==> src/rtl/core_pkg.sv <==
// Shared types and constants for the execute-stage pipeline controller.
package core_pkg;
    localparam int XLEN = 64;

    typedef enum logic [2:0] {
        RUN     = 3'd0,
        IO_WAIT = 3'd1,
        SLEEP   = 3'd2,
        DRAIN   = 3'd3,
        HALT    = 3'd4
    } pipe_state_e;

    function automatic int max_int(input int a, input int b);
        return (a > b) ? a : b;
    endfunction
endpackage

==> src/rtl/exe_wait_timer.sv <==
// Down-counter with load, clear and saturating decrement; expire flags zero.
module exe_wait_timer #(
    parameter int W = 4
) (
    input  logic         clk,
    input  logic         rst,
    input  logic         load,
    input  logic [W-1:0] load_val,
    input  logic         clear,
    input  logic         dec,
    output logic         expire
);
    logic [W-1:0] count;

    // load takes precedence so a new wait can start in the same cycle another ends
    always_ff @(posedge clk or posedge rst) begin
        if (rst) begin
            count <= '0;
        end else if (load) begin
            count <= load_val;
        end else if (clear) begin
            count <= '0;
        end else if (dec && (count != '0)) begin
            count <= count - 1'b1;
        end
    end

    assign expire = (count == '0);
endmodule

==> src/rtl/exe_pipe_ctrl.sv <==
// Execute-stage sequencer: turns EX events into stall/flush/redirect and owns
// WFI sleep, the bus-wait timeout and the test-mode drain-to-halt exit.
module exe_pipe_ctrl #(
    parameter int XLEN       = core_pkg::XLEN,
    parameter int EXIT_DELAY = 2,
    parameter int IO_TIMEOUT = 1023
) (
    input  logic            clk,
    input  logic            rst,
    input  logic            io_req,
    input  logic            io_ack,
    input  logic            bj_en,
    input  logic [XLEN-1:0] bj_pc,
    input  logic            trap_en,
    input  logic [XLEN-1:0] trap_vec,
    input  logic            wfi_op,
    input  logic            irq_pending,
    input  logic            test_mode,
    output logic            stall,
    output logic            flush,
    output logic            redirect_en,
    output logic [XLEN-1:0] redirect_pc,
    output logic            sleeping,
    output logic            halt,
    output logic            io_fault
);
    import core_pkg::*;

    // One counter serves both waits, so it is sized for the longer of the two.
    localparam int CW = max_int($clog2(IO_TIMEOUT + 1), $clog2(EXIT_DELAY + 1));
    localparam logic [CW-1:0] EXIT_LOAD = CW'(EXIT_DELAY - 1);
    localparam logic [CW-1:0] IO_LOAD   = CW'(IO_TIMEOUT);

    pipe_state_e   state;
    pipe_state_e   state_next;
    logic          fault_next;
    logic          tmr_load;
    logic [CW-1:0] tmr_load_val;
    logic          tmr_clear;
    logic          tmr_dec;
    logic          tmr_expire;

    exe_wait_timer #(.W(CW)) u_timer (
        .clk      (clk),
        .rst      (rst),
        .load     (tmr_load),
        .load_val (tmr_load_val),
        .clear    (tmr_clear),
        .dec      (tmr_dec),
        .expire   (tmr_expire)
    );

    always_ff @(posedge clk or posedge rst) begin
        if (rst) begin
            state    <= RUN;
            io_fault <= 1'b0;
        end else begin
            state    <= state_next;
            io_fault <= fault_next;
        end
    end

    always_comb begin
        state_next   = state;
        fault_next   = 1'b0;
        stall        = 1'b0;
        flush        = 1'b0;
        redirect_en  = 1'b0;
        redirect_pc  = '0;
        tmr_load     = 1'b0;
        tmr_load_val = '0;
        tmr_dec      = 1'b0;
        case (state)
            RUN: begin
                if (trap_en) begin
                    redirect_en = 1'b1;
                    redirect_pc = trap_vec;
                    flush       = 1'b1;
                end else if (bj_en) begin
                    redirect_en = 1'b1;
                    redirect_pc = bj_pc;
                    flush       = 1'b1;
                end else if (wfi_op) begin
                    if (test_mode) begin
                        stall        = 1'b1;
                        tmr_load     = 1'b1;
                        tmr_load_val = EXIT_LOAD;
                        state_next   = DRAIN;
                    end else if (!irq_pending) begin
                        stall      = 1'b1;
                        state_next = SLEEP;
                    end
                end else if (io_req && !io_ack) begin
                    stall        = 1'b1;
                    tmr_load     = 1'b1;
                    tmr_load_val = IO_LOAD;
                    state_next   = IO_WAIT;
                end
            end
            // Counting down from IO_TIMEOUT reaches zero exactly when the wait count hits the limit.
            IO_WAIT: begin
                if (io_ack) begin
                    state_next = RUN;
                end else if (tmr_expire) begin
                    stall      = 1'b1;
                    fault_next = 1'b1;
                    state_next = RUN;
                end else begin
                    stall   = 1'b1;
                    tmr_dec = 1'b1;
                end
            end
            SLEEP: begin
                stall = 1'b1;
                if (irq_pending) state_next = RUN;
            end
            DRAIN: begin
                stall = 1'b1;
                if (tmr_expire) state_next = HALT;
                else            tmr_dec    = 1'b1;
            end
            HALT: begin
                stall = 1'b1;
            end
            default: begin
                state_next = RUN;
            end
        endcase
        // Quiet the combinational controls while reset is held, whatever EX presents.
        if (rst) begin
            stall       = 1'b0;
            flush       = 1'b0;
            redirect_en = 1'b0;
            redirect_pc = '0;
        end
    end

    assign tmr_clear = (state != RUN) && (state_next == RUN);
    assign sleeping  = (state == SLEEP);
    assign halt      = (state == HALT);
endmodule

==> config.mk <==
export PLATFORM = sky130hd
export DESIGN_NAME = exe_pipe_ctrl
export DESIGN_NICKNAME = d
export VERILOG_FILES = /design/src/rtl/core_pkg.sv /design/src/rtl/exe_wait_timer.sv /design/src/rtl/exe_pipe_ctrl.sv
export SDC_FILE = /design/constraint.sdc
export NUM_CORES = 1
export LEC_CHECK = 0
export ABC_AREA = 1
export BUFFER_PORTS_ARGS = -buffer_cell sky130_fd_sc_hd__buf_2
export CAP_MARGIN = 20
export CORE_MARGIN = 5
export CORE_UTILIZATION = 31
export CTS_CLUSTER_SIZE = 28
export DETAILED_ROUTE_END_ITERATION = 10
export PLACE_DENSITY_LB_ADDON = 0.08
export SLEW_MARGIN = 20
export SYNTH_ARGS = -nofsm -noshare
export SYNTH_HDL_FRONTEND = slang
export SYNTH_SLANG_ARGS = --single-unit
==> constraint.sdc <==
create_clock -name clk -period 1.7 [get_ports clk]
set_input_delay 0.085 -clock clk [delete_from_list [all_inputs] [get_ports clk]]
set_output_delay 0.085 -clock clk [all_outputs]
set_load 0.005 [all_outputs]
# Yosys cells after proc, flatten, opt, wreduce, memory -nomap -nowiden
# Cells that the tools add are included.
dict set report totals {
  wordCells 67
  reg_bits 14
}
dict set report op_classes {
  add_sub_neg 1
  n_reduce_logical 11
  n_eq_ne 4
  n_mux 48
}
# op n
set op_table {}
lappend op_table {{$mux W64} 4}
lappend op_table {{$mux W10} 8}
lappend op_table {{$mux W3} 10}
lappend op_table {{$mux W1} 23}
lappend op_table {{$pmux W3 S5} 1}
lappend op_table {{$logic_not A10 Y1} 1}
lappend op_table {{$reduce_bool A10 Y1} 1}
lappend op_table {{$sub A10 B1 Y10 const B} 1}
lappend op_table {{$eq A3 B2 Y1 const B} 2}
lappend op_table {{$logic_not A3 Y1} 2}
lappend op_table {{$reduce_bool A3 Y1} 2}
lappend op_table {{$eq A3 B1 Y1 const B} 1}
lappend op_table {{$eq A3 B3 Y1 const B} 1}
lappend op_table {{$logic_and A1 B1 Y1} 3}
lappend op_table {{$pmux W1 S3} 1}
lappend op_table {{$reduce_or A3 Y1} 1}
lappend op_table {{$pmux W1 S2} 1}
lappend op_table {{$logic_not A1 Y1} 1}

# Longest topological paths before layout
dict set report depth {
  word_depth 11
  ltp_mapped 14
}

# Cells and area by module
# From an unflattened synthesis, not the netlist that was laid out.
dict set report unflattened {
  cells_unflattened 320
  area_unflattened_um2 2204.6
}
# module area_each_um2 instances seq_area_each_um2 cells_per_inst
set by_module_without_submodules {}
lappend by_module_without_submodules {exe_pipe_ctrl 1442.6 1 100.1 208}
lappend by_module_without_submodules {exe_wait_timer 762.0 1 250.2 112}

# Worst setup path before layout
# No wires, ideal clock.
dict set report synth_timing {
  path_type {reg2reg}
  from {register u_timer.count[0]}
  to {register u_timer.count[0]}
  slack_ps -12
  path_stages_with_launch 15
  synth_period_minus_slack_ps 1712
  required_ps 1577
  setup_time_ps 123
  t_arrival_ps 1589
  n_path_buf 1
  path_cell_list {dfrtp_1 -> inv_1 -> ha_1 -> nand2_2 -> nor2_4 -> nand3_2 -> nand2_2 -> nand2_4 -> nor2_4 -> nand2_2 -> buf_6 -> nand2_1 -> nand2_1 -> nand2_1 -> o21ai_1}
}
dict set report synth_via {
  elab_chain_len 8
  elab_cells_between_ends 17
  cone_classes {1 x add/sub; 10 x mux; 6 x reduce/logical}
}
# element line_no
set synth_lines {}
lappend synth_lines {{start: declaration} exe_wait_timer.sv:13} ;# logic [W-1:0] count;
lappend synth_lines {{start signal: assignment} exe_wait_timer.sv:20} ;# count <= load_val;
lappend synth_lines {{start signal: assignment} exe_wait_timer.sv:24} ;# count <= count - 1'b1;
lappend synth_lines {{$logic_not A10 Y1 *} exe_wait_timer.sv:28} ;# assign expire = (count == '0);
lappend synth_lines {{$mux W3} exe_pipe_ctrl.sv:104} ;# end else if (tmr_expire) begin
lappend synth_lines {{$mux W3} exe_pipe_ctrl.sv:102} ;# if (io_ack) begin
lappend synth_lines {{$pmux W3 S5 *} exe_pipe_ctrl.sv:73} ;# case (state)
lappend synth_lines {{net state_next[0]} exe_pipe_ctrl.sv:35} ;# pipe_state_e state_next;
lappend synth_lines {{$logic_not A3 Y1 *} exe_pipe_ctrl.sv:138} ;# assign tmr_clear = (state != RUN) && (state_next == RUN);
lappend synth_lines {{$logic_and A1 B1 Y1 *} exe_pipe_ctrl.sv:138}
lappend synth_lines {{$mux W10} exe_wait_timer.sv:21} ;# end else if (clear) begin
lappend synth_lines {{$mux W10} exe_wait_timer.sv:19} ;# end else if (load) begin
# The timed path passes the listed nets; every way through them passes the cells marked *. The select of a mux whose other input is x is not followed.
# A chain may end at the register's enable or synchronous reset.

# Worst setup path in the final report
dict set report layout_timing {
  from {register u_timer.count[3]}
  to {register u_timer.count[0]}
}
# Same word-level chain as after synthesis.

==> results.md <==
Floorplan:
- The overall die width is around 90 um.
- The cell row count is 28.
- The total area inside the core boundary comes to ~5900 um2.
- The full die area is between 7000 and 8000 um2.
- Measured along the y axis, the die boundary spans 87.39 um.
- Pin placement for this block handled slightly above 200 I/O pins.
- The starting utilization of the core area is a little under a third.

Detailed routing:
- The count of nets left with antenna violations once routing finished came out at 0.
- After detailed routing, the number of remaining DRC violations is 0.
- After detailed routing, the number of vias per cell comes to between 4 and 5.
- The wire length per cell is 16.78 um.
- The routed layout has slightly below 3,000 vias.
- The first-pass detailed-route iteration total is 4.
- The number of DRC markers after the initial detailed-route iteration is between 100 and 150.
- The final layout contains routed wiring with a total length of 10,030 um.

Critical path:
- The critical path buffer and inverter count is 1.
- STA classifies the critical path startpoint as a flop.
- For this run, the slowest stage of the critical path takes 0.39 ns.
- Traced cell by cell, the critical path runs through nor2_2, nand2_4, nor2_4, nand3_2, nand2_2, nand2_4, nor2_4, nand2_4, buf_12, nand2_2, nand2_1, nand2_1, o21ai_1.
- The data required time of the worst path is ~1.8 ns.
- The worst reg-to-reg setup slack is -0.02 ns.
- In this design, the critical path's most frequently occurring cell is nand2_4.
- The gate family responsible for the most delay along the worst path is simple AND/OR/NAND/NOR gates.
- The startpoint-to-endpoint class of the critical path is flop to flop.
- The data arrival time at the worst-slack endpoint is 1.85 ns.
- The master of the slowest instance on the critical path is dfrtp_1.
- The kind of capture point of the worst setup path is a flop.
- The top fanout value on the critical path is 5.

Power and ir drop:
- The maximum resistive drop on vdd is 0.5388 mV.
- The total power after layout is 3.795 mW.
- The power per standard cell area is 974.6 nW/um2.
- The static power due to leakage is 2.080 nW.

STA:
- The normalized max-slew margin is approximately 70%.
- The number of slew-limit violations in the final report came to 0.
- Setup violations remaining at the end of the flow were counted as 6.
- Setup repair after global routing could not meet its margin everywhere.
- The tightest hold path in the finished design has a slack of approximately 0.19 ns.
- Across all setup checks in the final design, the least slack found is -0.01761 ns.
- The slew of the pin with the lowest slew margin is about 0.45 ns.
- Subtracting the final worst setup slack from the clock period gives roughly 1.7 ns.
- The final number of hold-violating endpoints was 0.
- Adding up every negative setup slack in the final design gives -0.05870 ns.
- The worst path uses 101.0% of the clock period.
- Derived from the worst setup path, the maximum achievable clock frequency is ~580 MHz.
- Across the routed clock network, the largest skew measured is between 0.0009 and 0.001 ns.

Clock tree:
- The clock edge transition at the registers on the reported setup and hold paths is approximately 0.06 ns.
- The total clock buffers created by CTS is 3.
- The tree is rooted in a clkbuf_8.
- Clock tree synthesis found a total of 14 sinks.
- For the worst-skew pair, the clock arrives at the later sink with an insertion delay of 0.25 ns.
- The longest clock path from root to sink contains 2 buffers.
- The maximum level of the CTS H-tree is 1.
- The TritonCTS clock tree is done.

Global routing:
- The first-pass GRT wire length is between 10,000 and 15,000 um.
- Entering global routing, the biggest net connects 66 pins.
- The initial antenna violation count is 1.
- The all-layer global routing usage is between 20% and 30%.
- For this run the aggregate overflow at the end of global routing stands at 0.
- The number of global-route vias before repair is 2,737.

Min path:
- The worst hold path belongs to the class input port to flop.

Yosys:
- The unique cell type count in the Yosys netlist is 25.
- The leading register cell type out of synthesis is dfrtp_1.
- Synthesis produced a netlist with a net count of around 430.
- After synthesis, the share of flip-flops with an asynchronous set or reset is between 90% and 100%.
- Sequential cells were found to cover 18.87% of the synthesized design area.
- Yosys printed 0 warnings.
- The gate count of the mapped netlist is 295.
- The synthesized design contains 14 register bits.
- The number of flops mapped to enable cells by yosys is 0.
- Each instance of the synthesized netlist takes up on average ~6.3 um2.
- The post-synth design cell area is ~1900 um2.

Place:
- The congestion estimate from routability-driven global placement came to 0.9079.
- After detailed placement, the design holds a cell count of 578.
- The placed instances occupy a cell area of around 3100 um2.
- The count of input and output buffers is 206.
- The half-perimeter wire length of the detailed placement result is approximately 7000 um.

Final layout:
- 0 antenna diodes ended up in the layout.
- Leaving out fill and tap cells, the most frequent cells in the layout are buf_2, a22oi_1, nand2_1, nor2_4, buf_4.
- The fraction of layout cells with a size suffix above 1 is 65.58%.
- The most common library cell in the layout ignoring fill and taps is buf_2.
- From synthesis to final layout, the design area changed by 109.7%.
- The number of nets in the finished design is ~660.
- Once layout is complete, the cells apart from fillers number roughly 600.
- The post-route cell area is between 3000 and 4000 um2.
- The number of filler cells placed in the layout is around 530.

Run:
- The count of maximum capacitance violations is 0.

Run status:
- The final reports fail on negative setup slack.
- The flow ran to the end, but the final reports show violations.
## state kept, by name, summed over array words and instances, names as in the netlist
register / flops
state: 3
io_fault: 1
u_timer.count: 10
## path summary, 6_finish.rpt
kind	start	end	depth (start not counted)
max reg2reg	u_timer.count[3]$_DFFE_PP0P_	u_timer.count[0]$_DFFE_PP0P_	13
max in group asynchronous	rst	u_timer.count[4]$_DFFE_PP0P_	4
max	u_timer.count[3]$_DFFE_PP0P_	u_timer.count[0]$_DFFE_PP0P_	13
min in group asynchronous	rst	state[2]$_DFF_PP0_	4
min	irq_pending	state[1]$_DFF_PP0_	4
min reg2reg	u_timer.count[9]$_DFFE_PP0P_	u_timer.count[9]$_DFFE_PP0P_	2
## synthesized netlist by cell type, types with 2 or more instances
| cell | instances | area [um2] |
|---|---|---|
| nor2_1 | 78 | 292.8 |
| a22oi_1 | 64 | 480.5 |
| nand2_1 | 50 | 187.7 |
| inv_1 | 19 | 71.32 |
| clkbuf_1 | 18 | 67.56 |
| dfrtp_1 | 14 | 350.3 |
| nand3_2 | 11 | 110.1 |
| nand3_1 | 7 | 35.03 |
| xor2_1 | 6 | 52.55 |
| buf_6 | 3 | 33.78 |
| nand2_2 | 3 | 18.77 |
| o21ai_0 | 3 | 15.01 |
| buf_1 | 2 | 7.510 |
| nand4_1 | 2 | 12.51 |
| nor2_2 | 2 | 12.51 |
| nor2_4 | 2 | 22.52 |
| nor3_1 | 2 | 10.01 |
| xnor2_1 | 2 | 17.52 |
## logic make-up (layout without fill, tap and decap cells)
logic type                 after synthesis  in the layout  synth area share [%]
buffers and inverters                   44            271                 10.31
DFF                                     14             14                 18.87
AOI/OAI and AO/OA                       69             69                 27.36
xor gates and xnor gates                 8              8                 3.774
and+or+nand+nor                        159            160                 39.02
adders and majority gates                1              1                0.6737
## metrics by stage
step,setup WS (ns),util (%)
2_1_floorplan,0.0008064,-
6_report,-0.01761,66.16
3_5_place_dp,-0.04519,52.85
3_3_place_gp,0.01444,52.85
5_1_grt,-0.1378,66.16
4_1_cts,-0.02994,54.61
## area by class of cell
cell class | count | area [um2] | share of cell area [%]
clock buffer | 3 | 41.29 | 1.060
multi-input combinational | 238 | 1755 | 45.08
tap | 75 | 93.84 | 2.410
sequential | 14 | 350.3 | 8.997
timing repair buffer | 248 | 1575 | 40.46
inverter | 20 | 77.57 | 1.992
## routing by layer
layer,GRT usage [%],vias to the layer above,routed length (um)
li1,-,1464,-
met1,27.22,1394,3847
met2,36.92,106,5188
met3,6.244,17,783
met4,4.603,2,199
met5,0,-,13
## repair_timing
action	4_1_cts	5_1_grt
gates resized for setup	6	127
gates cloned	0	9
pin swaps	4	43
hold buffers	1	0
endpoints found under the hold margin	14	0
buffers inserted	3	4
endpoints found under the setup margin	14	77
## worst min-delay path, cell delays in order
cell and delay [ns]:
buf_2 0.09, nor2_1 0.04, nor2_1 0.10, nand2_1 0.08
## power by group
| part | leakage, nW | total (mW) | internal [mW] | switching [mW] |
|---|---|---|---|---|
| Combinational | 1.87 | 3.00 | 1.44 | 1.56 |
| Clock | 0.0216 | 0.277 | 0.157 | 0.120 |
| Sequential | 0.184 | 0.515 | 0.442 | 0.0730 |
(Power assumes the default switching activity.)
